### src/rtl/tl_ul_arb2.sv
// Two-to-one TileLink-UL arbiter: round-robin A-channel grant with stall lock,
// source-tag D-channel routing and per-client in-flight throttling.
module tl_ul_arb2 #(
    parameter int SRC_W        = 5,
    parameter int MAX_INFLIGHT = 4
) (
    input  logic               clock,
    input  logic               reset,

    input  logic               in0_a_valid,
    output logic               in0_a_ready,
    input  logic [2:0]         in0_a_opcode,
    input  logic [2:0]         in0_a_param,
    input  logic [3:0]         in0_a_size,
    input  logic [SRC_W-1:0]   in0_a_source,
    input  logic [13:0]        in0_a_address,
    input  logic [3:0]         in0_a_mask,
    input  logic [31:0]        in0_a_data,
    input  logic               in0_a_corrupt,

    input  logic               in1_a_valid,
    output logic               in1_a_ready,
    input  logic [2:0]         in1_a_opcode,
    input  logic [2:0]         in1_a_param,
    input  logic [3:0]         in1_a_size,
    input  logic [SRC_W-1:0]   in1_a_source,
    input  logic [13:0]        in1_a_address,
    input  logic [3:0]         in1_a_mask,
    input  logic [31:0]        in1_a_data,
    input  logic               in1_a_corrupt,

    output logic               out_a_valid,
    input  logic               out_a_ready,
    output logic [2:0]         out_a_opcode,
    output logic [2:0]         out_a_param,
    output logic [3:0]         out_a_size,
    output logic [SRC_W:0]     out_a_source,
    output logic [13:0]        out_a_address,
    output logic [3:0]         out_a_mask,
    output logic [31:0]        out_a_data,
    output logic               out_a_corrupt,

    input  logic               out_d_valid,
    output logic               out_d_ready,
    input  logic [2:0]         out_d_opcode,
    input  logic [1:0]         out_d_param,
    input  logic [3:0]         out_d_size,
    input  logic [SRC_W:0]     out_d_source,
    input  logic               out_d_denied,
    input  logic [31:0]        out_d_data,
    input  logic               out_d_corrupt,

    output logic               in0_d_valid,
    input  logic               in0_d_ready,
    output logic [2:0]         in0_d_opcode,
    output logic [1:0]         in0_d_param,
    output logic [3:0]         in0_d_size,
    output logic [SRC_W-1:0]   in0_d_source,
    output logic               in0_d_denied,
    output logic [31:0]        in0_d_data,
    output logic               in0_d_corrupt,

    output logic               in1_d_valid,
    input  logic               in1_d_ready,
    output logic [2:0]         in1_d_opcode,
    output logic [1:0]         in1_d_param,
    output logic [3:0]         in1_d_size,
    output logic [SRC_W-1:0]   in1_d_source,
    output logic               in1_d_denied,
    output logic [31:0]        in1_d_data,
    output logic               in1_d_corrupt,

    output logic               d_orphan
);

    localparam logic [3:0] MaxCnt = 4'(MAX_INFLIGHT);

    logic       rr_ptr_q, rr_ptr_d;
    logic       lock_q, lock_d;
    logic       lock_idx_q, lock_idx_d;
    logic [3:0] cnt0_q, cnt0_d;
    logic [3:0] cnt1_q, cnt1_d;
    logic       d_orphan_q, d_orphan_d;

    logic elig0_s, elig1_s, sel_s, sel_elig_s;
    logic a_fire_s, a_stall_s, d_idx_s, d_fire_s;
    logic inc0_s, inc1_s, dec0_s, dec1_s;

    // Simultaneous A and D fire on one client leave its count unchanged.
    function automatic logic [3:0] cnt_next(input logic [3:0] cnt, input logic inc,
                                            input logic dec);
        if (inc && !dec) begin
            return cnt + 4'd1;
        end else if (dec && !inc && (cnt != 4'd0)) begin
            return cnt - 4'd1;
        end else begin
            return cnt;
        end
    endfunction

    // Grant selection: a stalled grant is held, otherwise round-robin among eligible
    always_comb begin
        elig0_s = in0_a_valid && (cnt0_q < MaxCnt);
        elig1_s = in1_a_valid && (cnt1_q < MaxCnt);
        if (lock_q) begin
            sel_s = lock_idx_q;
        end else if (elig0_s && elig1_s) begin
            sel_s = rr_ptr_q;
        end else if (elig1_s) begin
            sel_s = 1'b1;
        end else begin
            sel_s = 1'b0;
        end
        sel_elig_s = sel_s ? elig1_s : elig0_s;
    end

    // A-channel mux; the A side is held quiet while reset is asserted
    always_comb begin
        out_a_valid = sel_elig_s && !reset;
        in0_a_ready = 1'b0;
        in1_a_ready = 1'b0;
        if (sel_s) begin
            in1_a_ready   = out_a_ready && sel_elig_s && !reset;
            out_a_opcode  = in1_a_opcode;
            out_a_param   = in1_a_param;
            out_a_size    = in1_a_size;
            out_a_source  = {1'b1, in1_a_source};
            out_a_address = in1_a_address;
            out_a_mask    = in1_a_mask;
            out_a_data    = in1_a_data;
            out_a_corrupt = in1_a_corrupt;
        end else begin
            in0_a_ready   = out_a_ready && sel_elig_s && !reset;
            out_a_opcode  = in0_a_opcode;
            out_a_param   = in0_a_param;
            out_a_size    = in0_a_size;
            out_a_source  = {1'b0, in0_a_source};
            out_a_address = in0_a_address;
            out_a_mask    = in0_a_mask;
            out_a_data    = in0_a_data;
            out_a_corrupt = in0_a_corrupt;
        end
    end

    // D-channel routing by the tag bit; fields broadcast to both clients
    always_comb begin
        d_idx_s       = out_d_source[SRC_W];
        in0_d_valid   = out_d_valid && !d_idx_s;
        in1_d_valid   = out_d_valid && d_idx_s;
        out_d_ready   = d_idx_s ? in1_d_ready : in0_d_ready;
        in0_d_opcode  = out_d_opcode;
        in1_d_opcode  = out_d_opcode;
        in0_d_param   = out_d_param;
        in1_d_param   = out_d_param;
        in0_d_size    = out_d_size;
        in1_d_size    = out_d_size;
        in0_d_source  = out_d_source[SRC_W-1:0];
        in1_d_source  = out_d_source[SRC_W-1:0];
        in0_d_denied  = out_d_denied;
        in1_d_denied  = out_d_denied;
        in0_d_data    = out_d_data;
        in1_d_data    = out_d_data;
        in0_d_corrupt = out_d_corrupt;
        in1_d_corrupt = out_d_corrupt;
    end

    // Next-state: pointer, lock, in-flight counters and orphan detection
    always_comb begin
        a_fire_s  = out_a_valid && out_a_ready;
        a_stall_s = out_a_valid && !out_a_ready;
        d_fire_s  = out_d_valid && out_d_ready;
        inc0_s    = a_fire_s && !sel_s;
        inc1_s    = a_fire_s && sel_s;
        dec0_s    = d_fire_s && !d_idx_s;
        dec1_s    = d_fire_s && d_idx_s;

        rr_ptr_d   = a_fire_s ? ~sel_s : rr_ptr_q;
        lock_d     = a_stall_s;
        lock_idx_d = a_stall_s ? sel_s : lock_idx_q;
        cnt0_d     = cnt_next(cnt0_q, inc0_s, dec0_s);
        cnt1_d     = cnt_next(cnt1_q, inc1_s, dec1_s);
        d_orphan_d = d_orphan_q
                   | (dec0_s && (cnt0_q == 4'd0) && !inc0_s)
                   | (dec1_s && (cnt1_q == 4'd0) && !inc1_s);
    end

    // State registers
    always_ff @(posedge clock or posedge reset) begin
        if (reset) begin
            rr_ptr_q   <= 1'b0;
            lock_q     <= 1'b0;
            lock_idx_q <= 1'b0;
            cnt0_q     <= 4'd0;
            cnt1_q     <= 4'd0;
            d_orphan_q <= 1'b0;
        end else begin
            rr_ptr_q   <= rr_ptr_d;
            lock_q     <= lock_d;
            lock_idx_q <= lock_idx_d;
            cnt0_q     <= cnt0_d;
            cnt1_q     <= cnt1_d;
            d_orphan_q <= d_orphan_d;
        end
    end

    assign d_orphan = d_orphan_q;

endmodule

### config.mk
export PLATFORM = sky130hd
export DESIGN_NAME = tl_ul_arb2
export DESIGN_NICKNAME = d
export VERILOG_FILES = /design/src/rtl/tl_ul_arb2.sv
export SDC_FILE = /design/constraint.sdc
export NUM_CORES = 1
export LEC_CHECK = 0
export ABC_CLOCK_PERIOD_IN_PS = 4200
export BUFFER_PORTS_ARGS = -buffer_cell sky130_fd_sc_hd__buf_2
export CAP_MARGIN = 15
export CORE_AREA = 2 2 137 139
export DETAILED_ROUTE_END_ITERATION = 16
export DIE_AREA = 0 0 139 141
export PLACE_DENSITY = 0.48
export SLEW_MARGIN = 20
export SYNTH_ARGS = -nofsm -noshare
export SYNTH_HDL_FRONTEND = slang
export SYNTH_SLANG_ARGS = --single-unit
export TNS_END_PERCENT = 20
### constraint.sdc
create_clock -name clock -period 4.2 [get_ports clock]
set_input_delay 0 -clock clock [delete_from_list [all_inputs] [get_ports clock]]
set_output_delay 0 -clock clock [all_outputs]
set_load 0.02 [all_outputs]
### Word-level counts from Yosys, hierarchy flattened

Cells that the tools add are included.

* $add $sub $neg: 4
* $mul: 0
* divide/modulo/power cells: 0
* $lt $le $gt $ge: 2
* equal/unequal tests: 0
* shifts and indexed selects: 0
* multiplexer cells: 19
* bitwise operators: 3
* reductions and logical operators: 39

Operators by type and width (count)
* 2-to-1 mux 32 bit: 1
* logical AND 1 bit: 25
* 2-to-1 mux 4 bit: 6
* 2-to-1 mux 14 bit: 1
* adder 4 x 1 -> 4 bit (second input constant): 2
* logical NOT 1 bit: 8
* logical NOT 4 bit: 2
* < comparator 4 x 3 -> 1 bit (second input constant): 2
* 2-to-1 mux 1 bit: 8
* nonzero test 4 bit: 2
* subtractor 4 x 1 -> 4 bit (second input constant): 2
* 2-to-1 mux 3 bit: 2
* 2-to-1 mux 6 bit: 1
* nonzero test 2 bit: 2
* bitwise OR 1 bit: 2
* inverter 1 bit: 1

* flip-flop bits (word level): 12
* latch bits: 0
* bits in writable memories: 0
* ROM bits: 0
* bits of input ports: 189
* output and inout bits: 170
* word-level logic and storage cells: 73
* memories: 0

### Depth between registers and ports, before layout

* depth in word-level cells: 14
* gate-level depth with buffers: 9
* depth with buffers taken out: 9

### Worst setup path after synthesis

Ideal clock, no wire load.

* path kind: register to register
* start: reg cnt1_q[2]
* end: reg cnt1_q[3]
* library setup time: 0.079 ns
* data arrival time: 2.573 ns
* required time: 4.121 ns
* path slack: 1.548 ns
* cell stages (with the launch flop): 9
* path buffers: 0
* cells stage by stage: dfrtp_1 or3b_4 a2111oi_4 nand2_2 ha_1 a21o_1 a21oi_1 mux2i_1 xor2_1

* longest elaborated chain between the ends: 13
* elaborated cells on any way between the ends: 20
* classes of those cells: add/sub: 2; order compare: 1; mux: 6; reduce/logical: 11

RTL lines
* start: declaration: line 82 `logic [3:0] cnt1_q, cnt1_d;`
* start signal: assignment: line 201 `cnt1_q <= cnt1_d;`
* < comparator 4 x 3 -> 1 bit: line 104 `elig1_s = in1_a_valid && (cnt1_q < MaxCnt);`
* logical AND 1 bit: line 104
* 2-to-1 mux 1 bit or logical AND 1 bit (tied branches): line 109, 107
* 2-to-1 mux 1 bit: line 107 `end else if (elig0_s && elig1_s) begin`
* 2-to-1 mux 1 bit: line 105 `if (lock_q) begin`
* 2-to-1 mux 1 bit: line 114 `sel_elig_s = sel_s ? elig1_s : elig0_s;`
* logical AND 1 bit: line 119 `out_a_valid = sel_elig_s && !reset;`
* logical AND 1 bit: line 169 `a_fire_s = out_a_valid && out_a_ready;`
* logical AND 1 bit: line 173 `inc1_s = a_fire_s && sel_s;`
* logical NOT 1 bit: line 94 `end else if (dec && !inc && (cnt != 4'd0)) begin`
* logical AND 1 bit (2 in a row): line 94
* nonzero test 2 bit (no source line)

Several ways; a longest one is shown, not always the timed one. The select of a mux whose other input is x is not followed.
A chain may end at the register's enable or synchronous reset.

### Final worst setup path

Ends and elaborated chain as after synthesis.

==> reports/qor.yml <==
outcome:
  status: "completed"
die:
  num_rows: 50
  dieArea_um2: 19600
  core_area_um2: 18300
  die_y_um: 141
  fp.dieW_um: 139
  start_util_pct: 13.8
  io_pins: 359
drt:
  avgViaCountPerCell: 3.56
  firstDrtPassIters: 4
  drc: 0
  vias: 2150
  wire_per_inst_um: 12.8
  wirelength_um: 7710
  drt_iter0_drc: 60
  antenna_left: 0
setup_path:
  cp_max_fo: 5
  critPathArrivalTime_ns: 2.79
  rr_worst_depth: 8
  reg2reg_slack_ns: 1.58
  critical_path_class: "register to register"
  r2r-end: "cnt1_q[3]"
  worstSetupStartpointType: "register"
  cp.required_ns: 4.37
  timing.rr.start: "cnt1_q[2]"
  worstSetupEndpointType: "register"
global_routing:
  grt_pass1_wl_um: 10900
  antenna_found_initial: 1
  grt_pass1_vias: 2006
  grt_util_all_layers_pct: 7.02
  grt_max_degree: 38
  grt_overflow: 0
timing:
  fmax_mhz: 382
  slew_headroom_pct: 56.2
  period_minus_slack_ns: 2.62
  hold_viol: 0
  fin_ws_ns: 1.58
  fin_crit_sh_pct: 62.3
  worstMarginPinSlew_ns: 0.651
  drv_slew: 0
  setup_tns_ns: 0
  finalSetupViolCount: 0
  skew_ns: 0.00433
  whs_ns: 0.00000975
  rsz0062_at_grt: "false"
synthesis:
  synth_top_area_share_pct: 29.0
  synth_area_leader_cell: "buf_4"
  ys_ff_latch: 12
  syn-num-nets: 447
  avgSynthCellArea_um2: 9.97
  synthDistinctLibCells: 38
  synth_cells: 252
  ys_top_cells_by_area: "buf_4, mux2_2, mux2_4, dfrtp_1, ha_1"
  synthesis.area_um2: 2510
  ys_warn_count: 0
  seq_area_frac_synth_pct: 12.0
cts:
  htreeDepth: 1
  post_cts_resized: 0
  cts.sinks: 12
  cts_tree: "yes"
  clk-insertion-delay-late_ns: 0.24
  clkTransAtPathRegs_ns: 0.05
  cts_buffer_depth: 2
  cts_buffers: 3
  clk_root_buffer_cell: "clkbuf_16"
power:
  p_leak_nw: 1.69
  peakVddDrop_v: 0.000129
  power_w: 0.00153
  power_density_nw_per_um2: 476
finish:
  syn_to_final_growth_pct: 28.1
  final_common_cell: "buf_2"
  drive_above_1_share_pct: 80.8
  antenna_cells: 0
  layout_common_cells: "buf_2, mux2_2, mux2_4"
  fill_cells: 2071
  fin_nets: 566
  final_util_pct: 17.6
place:
  pre_cts_ws_ns: 1.62
  gp_congestion: 0.751
  dp_hpwl_um: 6650
  port_buffers: 214
hold_path:
  holdPathEnd: "in1_d_opcode[1]"
  hp-class: "input port to primary output"
  hold_start: "out_d_opcode[1]"
  hold_path_depth: 0
run:
  drv_cap: 0
## through the flow
stage               instances  area [µm²]
floorplan                 252        2510
CTS                       604        3220
global placement          598        3110
global route              604        3220
detailed placement        598        3110
finish                    604        3220
## power by group
group	internal [W]	leakage (nW)	switching (W)
clock	0.000144	0.0442	0.0000536
sequential	0.000167	0.147	0.0000716
combinational	0.000528	1.50	0.000569
total	0.000840	1.69	0.000694
## what timing repair did
item                                   CTS  global route
buffers inserted                         0             0
hold buffers                             2             0
endpoints found under the hold margin   13             0
## cells by family (layout without fill, tap and decap cells)
group	count (synthesis)	in the layout	synth area share, %
DFF	12	12	12.0
adders and majority gates	6	6	3.59
AOI/OAI and AO/OA	14	14	4.43
muxes	72	72	36.5
buffers and inverters	109	227	32.1
and+or+nand+nor	33	33	9.31
xor gates and xnor gates	6	6	2.09
## registers in the layout (all words and copies together), names as in the netlist
signal / cells
cnt0_q: 4
cnt1_q: 4
d_orphan: 1
lock_idx_q: 1
lock_q: 1
rr_ptr_q: 1
## how the worst max path moves through the flow
stage / from / endpoint / slack, ns
4_1_cts: cnt0_q[3] / out_a_data[0] / 1.54
6_report: cnt1_q[2] / cnt1_q[3] / 1.58
3_5_place_dp: cnt1_q[2] / cnt1_q[3] / 1.62
2_1_floorplan: cnt1_q[2] / cnt1_q[3] / 1.55
3_3_place_gp: cnt1_q[2] / cnt1_q[3] / 1.62
5_1_grt: cnt0_q[3] / cnt0_q[3] / 1.35
## layer usage
metal	global-route usage (%)	wire length [µm]	up-vias
met3	4.55	1230	27
met1	7.97	2900	930
met5	0	0	-
met2	10.7	3420	186
li1	-	-	1007
met4	2.34	152	0
## final cells by class
class	count	area, µm²	share of cell area [%]
Tap cell	234	293	9.09
Clock buffer	4	88.8	2.76
Sequential cell	12	300	9.33
Inverter	5	18.8	0.583
Timing Repair Buffer	218	1110	34.4
Multi-Input combinational cell	131	1410	43.9
## critical path: stages (launching register included)
cell	delay, ns
dfrtp_1	0.42
or3b_4	0.45
a2111oi_4	0.45
nand2_2	0.16
ha_1	0.30
a21o_1	0.17
a21oi_1	0.19
mux2i_1	0.25
xor2_1	0.15
## synthesized netlist by cell type, drive strengths merged
master / count
fa: 2
nand3b: 1
nor3b: 4
nand2: 5
and2: 3
nor2b: 4
ha: 4
xnor2: 3
nand3: 1
a211oi: 1
nand2b: 2
or3b: 1
nor2: 4
o31a: 1
buf: 104
a21o: 2
nor4b: 1
a21oi: 4
xor2: 3
o21ai: 4
mux2: 70
mux2i: 2
a2111oi: 1
nor3: 2
nor4: 3
dfrtp: 12
or3: 2
inv: 5
o2111a: 1
Power figures use the tool's default switching activity.
